$ cat src/rtl/spi_flash_slave_if.sv
// Pin-level bundle between the SPI master/memory side and the flash slave.
// The slave modport is the flash end; the master modport drives SPI pins and memory data.
interface spi_flash_slave_if #(
  parameter int ADDR_W = 24
);
  logic              spi_sck;
  logic              spi_ss;
  logic              spi_mosi;
  logic              spi_miso;
  logic              mem_req;
  logic [ADDR_W-1:0] mem_addr;
  logic [7:0]        mem_rdata;
  logic              busy;
  logic              cmd_err;

  modport slave (
    input  spi_sck, spi_ss, spi_mosi, mem_rdata,
    output spi_miso, mem_req, mem_addr, busy, cmd_err
  );

  modport master (
    output spi_sck, spi_ss, spi_mosi, mem_rdata,
    input  spi_miso, mem_req, mem_addr, busy, cmd_err
  );
endinterface

$ cat src/rtl/spi_flash_slave.sv
// SPI NOR-flash slave answering the READ opcode from a byte-wide memory port.
// All SPI pins are oversampled in the system clock domain; miso streams with a one-byte prefetch.
module spi_flash_slave #(
  parameter int         ADDR_W   = 24,
  parameter logic [7:0] READ_CMD = 8'h03
) (
  input logic              clock,
  input logic              reset,
  spi_flash_slave_if.slave bus
);
  localparam int CNT_W = $clog2(ADDR_W);
  localparam int SH_W  = ADDR_W - 1;

  typedef enum logic [2:0] {ST_IDLE, ST_CMD, ST_IGNORE, ST_ADDR, ST_DATA} state_e;
  typedef enum logic [1:0] {TGT_NONE, TGT_TX, TGT_PF} tgt_e;

  logic sck_s1_q, sck_s2_q, sck_s3_q;
  logic ss_s1_q, ss_s2_q;
  logic mosi_s1_q, mosi_s2_q;

  state_e            state_q, state_d;
  logic [CNT_W-1:0]  bit_cnt_q, bit_cnt_d;
  logic [SH_W-1:0]   shift_q, shift_d;
  logic [7:0]        tx_q, tx_d;
  logic [7:0]        pf_q, pf_d;
  logic [2:0]        out_cnt_q, out_cnt_d;
  logic              first_q, first_d;
  logic              miso_q, miso_d;
  logic              mem_req_q, mem_req_d;
  logic [ADDR_W-1:0] mem_addr_q, mem_addr_d;
  tgt_e              req_tgt_q, req_tgt_d;
  tgt_e              rd_tgt_q, rd_tgt_d;
  logic              cmd_err_q, cmd_err_d;
  logic              busy_q, busy_d;

  logic              rise_s, fall_s;
  logic [7:0]        opcode_s;
  logic [ADDR_W-1:0] addr_s;

  assign rise_s   = sck_s2_q & ~sck_s3_q;
  assign fall_s   = ~sck_s2_q & sck_s3_q;
  assign opcode_s = {shift_q[6:0], mosi_s2_q};
  assign addr_s   = {shift_q, mosi_s2_q};

  // Two-flop synchronizers plus a third sck copy for edge detection.
  always_ff @(posedge clock or negedge reset) begin
    if (!reset) begin
      sck_s1_q  <= 1'b0;
      sck_s2_q  <= 1'b0;
      sck_s3_q  <= 1'b0;
      ss_s1_q   <= 1'b1;
      ss_s2_q   <= 1'b1;
      mosi_s1_q <= 1'b0;
      mosi_s2_q <= 1'b0;
    end else begin
      sck_s1_q  <= bus.spi_sck;
      sck_s2_q  <= sck_s1_q;
      sck_s3_q  <= sck_s2_q;
      ss_s1_q   <= bus.spi_ss;
      ss_s2_q   <= ss_s1_q;
      mosi_s1_q <= bus.spi_mosi;
      mosi_s2_q <= mosi_s1_q;
    end
  end

  // Next-state and output decode; a deasserted ss overrides every strobe.
  always_comb begin
    state_d    = state_q;
    bit_cnt_d  = bit_cnt_q;
    shift_d    = shift_q;
    tx_d       = tx_q;
    pf_d       = pf_q;
    out_cnt_d  = out_cnt_q;
    first_d    = first_q;
    miso_d     = miso_q;
    mem_req_d  = 1'b0;
    mem_addr_d = mem_addr_q;
    req_tgt_d  = TGT_NONE;
    rd_tgt_d   = req_tgt_q;
    cmd_err_d  = 1'b0;
    busy_d     = ~ss_s1_q;

    if (ss_s2_q) begin
      state_d   = ST_IDLE;
      miso_d    = 1'b1;
      bit_cnt_d = '0;
      out_cnt_d = 3'd0;
      first_d   = 1'b0;
      rd_tgt_d  = TGT_NONE;
    end else begin
      case (state_q)
        ST_IDLE: begin
          state_d   = ST_CMD;
          bit_cnt_d = '0;
          miso_d    = 1'b1;
        end
        ST_CMD: begin
          miso_d = 1'b1;
          if (rise_s) begin
            shift_d = {shift_q[SH_W-2:0], mosi_s2_q};
            if (bit_cnt_q == CNT_W'(7)) begin
              bit_cnt_d = '0;
              if (opcode_s == READ_CMD) begin
                state_d = ST_ADDR;
              end else begin
                state_d   = ST_IGNORE;
                cmd_err_d = 1'b1;
              end
            end else begin
              bit_cnt_d = bit_cnt_q + CNT_W'(1);
            end
          end else begin
            bit_cnt_d = bit_cnt_q;
          end
        end
        ST_IGNORE: begin
          miso_d = 1'b1;
        end
        ST_ADDR: begin
          miso_d = 1'b1;
          if (rise_s) begin
            shift_d = {shift_q[SH_W-2:0], mosi_s2_q};
            if (bit_cnt_q == CNT_W'(ADDR_W - 1)) begin
              bit_cnt_d  = '0;
              mem_req_d  = 1'b1;
              mem_addr_d = addr_s;
              req_tgt_d  = TGT_TX;
              state_d    = ST_DATA;
              first_d    = 1'b1;
              out_cnt_d  = 3'd0;
            end else begin
              bit_cnt_d = bit_cnt_q + CNT_W'(1);
            end
          end else begin
            bit_cnt_d = bit_cnt_q;
          end
        end
        ST_DATA: begin
          // The prefetch is issued one cycle after the first load so requests never abut.
          if (rd_tgt_q == TGT_TX) begin
            tx_d       = bus.mem_rdata;
            mem_req_d  = 1'b1;
            mem_addr_d = mem_addr_q + ADDR_W'(1);
            req_tgt_d  = TGT_PF;
          end else if (rd_tgt_q == TGT_PF) begin
            pf_d = bus.mem_rdata;
          end else begin
            pf_d = pf_q;
          end
          if (fall_s) begin
            out_cnt_d = out_cnt_q + 3'd1;
            if (first_q) begin
              first_d = 1'b0;
              miso_d  = tx_q[7];
            end else if (out_cnt_q == 3'd0) begin
              tx_d       = pf_q;
              miso_d     = pf_q[7];
              mem_req_d  = 1'b1;
              mem_addr_d = mem_addr_q + ADDR_W'(1);
              req_tgt_d  = TGT_PF;
            end else begin
              tx_d   = {tx_q[6:0], 1'b0};
              miso_d = tx_q[6];
            end
          end else begin
            out_cnt_d = out_cnt_q;
          end
        end
        default: begin
          state_d = ST_IDLE;
          miso_d  = 1'b1;
        end
      endcase
    end
  end

  // Protocol state and registered outputs.
  always_ff @(posedge clock or negedge reset) begin
    if (!reset) begin
      state_q    <= ST_IDLE;
      bit_cnt_q  <= '0;
      shift_q    <= '0;
      tx_q       <= 8'h00;
      pf_q       <= 8'h00;
      out_cnt_q  <= 3'd0;
      first_q    <= 1'b0;
      miso_q     <= 1'b1;
      mem_req_q  <= 1'b0;
      mem_addr_q <= '0;
      req_tgt_q  <= TGT_NONE;
      rd_tgt_q   <= TGT_NONE;
      cmd_err_q  <= 1'b0;
      busy_q     <= 1'b0;
    end else begin
      state_q    <= state_d;
      bit_cnt_q  <= bit_cnt_d;
      shift_q    <= shift_d;
      tx_q       <= tx_d;
      pf_q       <= pf_d;
      out_cnt_q  <= out_cnt_d;
      first_q    <= first_d;
      miso_q     <= miso_d;
      mem_req_q  <= mem_req_d;
      mem_addr_q <= mem_addr_d;
      req_tgt_q  <= req_tgt_d;
      rd_tgt_q   <= rd_tgt_d;
      cmd_err_q  <= cmd_err_d;
      busy_q     <= busy_d;
    end
  end

  assign bus.spi_miso = miso_q;
  assign bus.mem_req  = mem_req_q;
  assign bus.mem_addr = mem_addr_q;
  assign bus.busy     = busy_q;
  assign bus.cmd_err  = cmd_err_q;
endmodule

$ cat src/flat_wrapper.sv
// flat-port wrapper written by rule: the top's interface ports become plain ports
module spi_flash_slave_flat 
#(
  parameter int         ADDR_W   = 24,
  parameter logic [7:0] READ_CMD = 8'h03
)
  (clock, reset, bus_spi_sck, bus_spi_ss, bus_spi_mosi, bus_mem_rdata, bus_spi_miso, bus_mem_req, bus_mem_addr, bus_busy, bus_cmd_err);
  spi_flash_slave_if #(.ADDR_W(ADDR_W)) bus_i ();
  input logic clock;
  input logic reset;
  input wire logic [$bits(bus_i.spi_sck)-1:0] bus_spi_sck;
  input wire logic [$bits(bus_i.spi_ss)-1:0] bus_spi_ss;
  input wire logic [$bits(bus_i.spi_mosi)-1:0] bus_spi_mosi;
  input wire logic [$bits(bus_i.mem_rdata)-1:0] bus_mem_rdata;
  output wire logic [$bits(bus_i.spi_miso)-1:0] bus_spi_miso;
  output wire logic [$bits(bus_i.mem_req)-1:0] bus_mem_req;
  output wire logic [$bits(bus_i.mem_addr)-1:0] bus_mem_addr;
  output wire logic [$bits(bus_i.busy)-1:0] bus_busy;
  output wire logic [$bits(bus_i.cmd_err)-1:0] bus_cmd_err;
  assign bus_i.spi_sck = bus_spi_sck;
  assign bus_i.spi_ss = bus_spi_ss;
  assign bus_i.spi_mosi = bus_spi_mosi;
  assign bus_i.mem_rdata = bus_mem_rdata;
  assign bus_spi_miso = bus_i.spi_miso;
  assign bus_mem_req = bus_i.mem_req;
  assign bus_mem_addr = bus_i.mem_addr;
  assign bus_busy = bus_i.busy;
  assign bus_cmd_err = bus_i.cmd_err;
  spi_flash_slave #(.ADDR_W(ADDR_W), .READ_CMD(READ_CMD)) u_core (.clock(clock), .reset(reset), .bus(bus_i));
endmodule
$ cat config.mk
export PLATFORM = sky130hd
export DESIGN_NAME = spi_flash_slave_flat
export DESIGN_NICKNAME = d
export VERILOG_FILES = /design/src/rtl/spi_flash_slave_if.sv /design/src/rtl/spi_flash_slave.sv /design/src/flat_wrapper.sv
export SDC_FILE = /design/constraint.sdc
export NUM_CORES = 1
export LEC_CHECK = 0
export CAP_MARGIN = 15
export CORE_MARGIN = 5
export CORE_UTILIZATION = 52
export DETAILED_ROUTE_END_ITERATION = 10
export PLACE_DENSITY_LB_ADDON = 0.08
export SLEW_MARGIN = 20
export SYNTH_ARGS = -nofsm -noshare
export SYNTH_HDL_FRONTEND = slang
export SYNTH_SLANG_ARGS = --single-unit
$ cat constraint.sdc
create_clock -name clock -period 1.8 [get_ports clock]
set_input_delay 0.27 -clock clock [delete_from_list [all_inputs] [get_ports clock]]
set_output_delay 0.27 -clock clock [all_outputs]
set_load 0.01 [all_outputs]
==> Word level (Yosys, flattened, before mapping) <==
Cells that the tools add are included.
{ "totals": {"ff_bits": 90, "latch_bits": 0, "mem_bits_rw": 0, "rom_bits": 0, "in_bits": 13, "out_inout_bits": 28, "word_cells": 123, "n_memories": 0} }
{ "op_classes": {"n_addsub": 3, "n_mul": 0, "n_div": 0, "order_cmp": 0, "n_eq_ne": 17, "shifts": 0, "n_mux": 61, "bitwise": 7, "n_reduce_logical": 14} }
{ "ops": {"columns": ["cell", "n"], "rows": [
  ["$mux 24", 6],
  ["$pmux 24 s2", 1],
  ["$mux 8", 4],
  ["$mux 3", 9],
  ["$mux 5", 5],
  ["$add 24x1->24 const B", 1],
  ["$mux 1", 23],
  ["$ne 3x1->1 const B", 5],
  ["$pmux 5 s3", 1],
  ["$mux 2", 7],
  ["$pmux 3 s4", 1],
  ["$reduce_and 4->1", 3],
  ["$eq 8x2->1 const B", 1],
  ["$eq 3x2->1 const B", 2],
  ["$logic_not 3->1", 2],
  ["$ne 2x1->1 const B", 3],
  ["$pmux 3 s2", 1],
  ["$reduce_and 3->1", 2],
  ["$add 5x1->5 const B", 1],
  ["$eq 5x3->1 const B", 1],
  ["$eq 5x5->1 const B", 1],
  ["$not 1->1", 5],
  ["$reduce_and 5->1", 1],
  ["$pmux 1 s2", 2],
  ["12 further kinds", 14]
]} }

==> Logic depth before layout (Yosys ltp) <==
{ "logic_depth": {"word_depth": 7, "ltp_mapped": 10} }

==> Worst setup path before layout <==
Ideal clock, no wire load.
{ "synth_path": {"kind": "register -> register", "from": "reg u_core.bit_cnt_q[0]", "to": "reg u_core.mem_addr_q[9] (netlist: u_core.bus.mem_addr[9])", "t_arrival_ns": 1.874, "path_slack_ns": -0.197, "stages_incl_launch_ff": 10, "cell_sequence": "dfrtp_1 -> ha_1 -> and3b_1 -> nand4_1 -> buf_2 -> inv_2 -> nor2_1 -> buf_2 -> a21oi_1 -> o221a_2"} }
{ "synth_between": {"elab_chain_len": 3} }
{ "synth_lines": {"columns": ["element", "line_no", "rtl"], "rows": [
  ["start: declaration", "spi_flash_slave.sv:22", "logic [CNT_W-1:0] bit_cnt_q, bit_cnt_d;"],
  ["start signal: assignment", "spi_flash_slave.sv:196", "bit_cnt_q <= bit_cnt_d;"],
  ["$eq 5x5->1", "spi_flash_slave.sv:123", "if (bit_cnt_q == CNT_W'(ADDR_W - 1)) begin"],
  ["$ne 2x1->1 (no source line)", null, null],
  ["$reduce_and 4->1 (no source line)", null, null],
  ["end signal: assignment", "spi_flash_slave.sv:204", "mem_addr_q <= mem_addr_d;"],
  ["end: declaration", "spi_flash_slave.sv:30", "logic [ADDR_W-1:0] mem_addr_q, mem_addr_d;"]
]} }
No other way between the ends.
A chain may end at the register's enable or synchronous reset.

==> Worst setup path in the final report <==
{ "layout_path": {"from": "reg u_core.sck_s2_q", "to": "reg u_core.mem_addr_q[20] (netlist: u_core.bus.mem_addr[20])"} }
{ "layout_between": {"elab_chain_len": 4} }
{ "layout_lines": {"columns": ["element", "line_no", "rtl"], "rows": [
  ["start: declaration", "spi_flash_slave.sv:17", "logic sck_s1_q, sck_s2_q, sck_s3_q;"],
  ["start signal: assignment", "spi_flash_slave.sv:57", "sck_s2_q <= sck_s1_q;"],
  ["$not 1->1", "spi_flash_slave.sv:41", "assign fall_s = ~sck_s2_q & sck_s3_q;"],
  ["$and 1x1->1", "spi_flash_slave.sv:41", null],
  ["$mux 24", "spi_flash_slave.sv:150", "if (fall_s) begin"],
  ["$pmux 24 s2", "spi_flash_slave.sv:91", "case (state_q)"]
]} }
Several ways; a longest one is shown, not always the timed one.

==> qor.yml <==
status: "finished with violations"
violations: "negative setup slack"
pre_cts_slack_ps: -169
cts_sinks: 90
ys_seq_area_share_pct: 51.2
yosys_warnings: 0
routed_via_density: 5.77
p_leak_uw: 0.00267
syn_area_mm2: 0.00441
grt_pass1_vias: 3789
gp_congestion: 0.881
reg2reg_depth: 6
synth_cells: 415
first_pass_iters: 4
worst_pin_slew_ps: 405
yosysTopAreaCellShare_pct: 49.4
cp_data_required_time_ps: 2060
ir_drop_uv: 576
total_power_uw: 4270
core.rowCount: 33
final_cell_mix: "dfrtp_1, buf_4, mux2_2, clkdlybuf4s50_1, nor2_1"
max-slew-margin-rel_pct: 72.7
drive_above_1_share_pct: 37.8
layout_setup_ws_ps: -253
crit_path_start: "u_core.sck_s2_q$_DFF_PN0_"
core_mm2: 0.00826
regToRegSetupSlack_ps: -250
syn_to_final_growth_pct: 36.0
power.share.clock_pct: 29.5
final_util_pct: 72.6
start_util_pct: 53.4
synth_edf_count: 0
cts_tree: "built"
skew_ps: 10.2
cp_max_fo: 4
switching_share_pct: 27.9
combPwrFrac_pct: 17.5
hold_viol: 0
period_needed_ps: 2050
grt_use_total_pct: 22.3
syn_avg_cell_area_um2: 10.6
die-area_mm2: 0.0104
clk_latency_ps: 370
drc: 0
mostFrequentLayoutCell: "dfrtp_1"
drt-total-wl_um: 11400
p_switching_uw: 1190
end_kind: "register"
drtIter0Drc: 203
power_density_mw_per_mm2: 712
path_class: "reg2reg"
seqPwrFrac_pct: 53.0
fin_crit_sh_pct: 114
slew_viol_final: 0
hpwl_um: 7790
r2r-start: "u_core.sck_s2_q$_DFF_PN0_"
ys_ff_latch: 90
hold_depth: 1
rr_endpoint: "u_core.bus.mem_addr[20]$_DFFE_PN0P_"
synthDistinctLibCells: 61
startpoint_type: "register"
rsz0062_at_grt: "yes"
hold_class: "in2reg"
vias: 3732
p_int_uw: 3080
antenna_found_initial: 0
synth_fp_nets: 432
cap_violations: 0
synthArstFlopShare_pct: 100
io_pins: 41
dieHeight_um: 102
grt_overflow: 0
nets: 554
wl_per_cell_um: 17.6
ctsLongestPathBuffers: 2
cts_root_buf: "clkbuf_8"
cts.clk_slew.worst_paths_ps: 90
yosys.area.top_type: "dfrtp_1"
grt_pass1_wl_um: 18400
die_x_um: 102
setup_violations: 23
numPortBuffers: 40
diodes: 0
synth_top_flop_cell: "dfrtp_1"
postRouteAntennaNets: 0
worstPathArrival_ps: 2310
numCtsBuffers: 9
grt_max_degree: 35
clock.fmax_mhz: 487
htreeDepth: 3
crit_end: "u_core.bus.mem_addr[20]$_DFFE_PN0P_"
synthTopCellsByArea: "dfrtp_1, mux2_2, a21oi_1, nor2_1, o21ai_0"
-- worst min-delay path by stage --
stage,endpoint,from
after floorplan,u_core.bit_cnt_q[0]$_DFFE_PN0P_,reset
after global placement,u_core.pf_q[1]$_DFFE_PN0P_,reset
after detailed placement,u_core.tx_q[0]$_DFFE_PN0P_,reset
after CTS,u_core.ss_s1_q$_DFF_PN1_,bus_spi_ss
after global routing,u_core.ss_s1_q$_DFF_PN1_,bus_spi_ss
final,u_core.ss_s1_q$_DFF_PN1_,bus_spi_ss
-- metal layers --
metal / vias up / GRT usage (%) / part of all wire, %
li1: 1772 / - / -
met1: 1861 / 30.3 / 45
met2: 83 / 36.2 / 49
met3: 16 / 3.89 / 4.5
met4: 0 / 7.97 / 1.9
met5: - / 0 / 0
-- Yosys cell counts, types with 4 or more instances --
cell and n:
mux2_2 39, nor3_1 9, inv_1 6, nand2b_1 10
buf_2 7, nand2_1 20, dfrtp_1 87, nor4_1 4
o21a_1 7, o22ai_1 12, nor2_1 34, and4_1 6
clkbuf_1 10, nand4_1 6, a31oi_1 4, and3_1 10
o21ai_0 22, a211oi_1 8, nand3_1 13, a21oi_1 32
ha_1 4
-- kinds of logic (layout without fill, tap and decap cells) --
kind of cell               after synthesis  after routing  share of synthesized area, %
and+or+nand+nor                        140            140                          18.0
AOI/OAI and AO/OA                      108            108                          15.9
DFF                                     90             90                          51.2
muxes                                   41             41                          10.4
buffers and inverters                   31            158                          3.12
adders and majority gates                4              4                          1.14
xor gates and xnor gates                 1              1                         0.199
-- timing repair --
action                                  4_1_cts  5_1_grt
buffers inserted                              2       14
pin swaps                                     9       23
hold endpoints to repair                     25        0
gates cloned                                  0        1
hold buffers                                  1        0
resized for setup                            17       45
endpoints found under the setup margin       22       26
-- area by class of cell --
class,instances,area (um2)
clock buffer,11,141
clock inverter,5,30.0
fill,615,2260
inverter,8,37.5
multi-input combinational,294,2190
sequential,90,2260
tap,105,131
timing repair buffer,134,1200
-- state kept, by name (all words and copies together) (netlist names) --
register,count
u_core.tx_q,8
u_core.state_q,3
u_core.bus.busy,1
u_core.ss_s1_q,1
u_core.sck_s1_q,1
u_core.first_q,1
u_core.out_cnt_q,3
u_core.bit_cnt_q,5
u_core.shift_q,23
u_core.sck_s2_q,1
u_core.bus.cmd_err,1
u_core.bus.mem_req,1
u_core.mosi_s1_q,1
u_core.bus.mem_addr,24
u_core.req_tgt_q,2
u_core.ss_s2_q,1
u_core.sck_s3_q,1
u_core.rd_tgt_q,2
u_core.pf_q,8
u_core.bus.spi_miso,1
u_core.mosi_s2_q,1
-- through the flow --
step                      hold WS (ps)  TNS [ps]  cells  area, um2
after floorplan                  -25.6      -852    415       4450
after global placement             224      -884    614       5480
after detailed placement           232     -1490    614       5480
after CTS                          312      -629    633       5740
after global routing               290     -3980    647       6000
final                              314     -2550    647       6000
-- critical path, cell delays in order, from the launching register on --
cell and delay [ps]:
dfrtp_1 400, or3b_4 420, o31a_1 370, a2111oi_4 330
buf_4 190, and4_1 190, nor3_1 50
-- power by group through the flow --
stage / Sequential (uW) / Clock (uW) / Combinational (uW)
5_1_grt: 2290 / 1380 / 813
4_1_cts: 2260 / 1300 / 717
3_5_place_dp: 2300 / 0 / 700
6_report: 2260 / 1260 / 746
3_3_place_gp: 2290 / 0 / 678
2_1_floorplan: 2260 / 0 / 429
No activity file was read; power rests on OpenSTA's default activity.
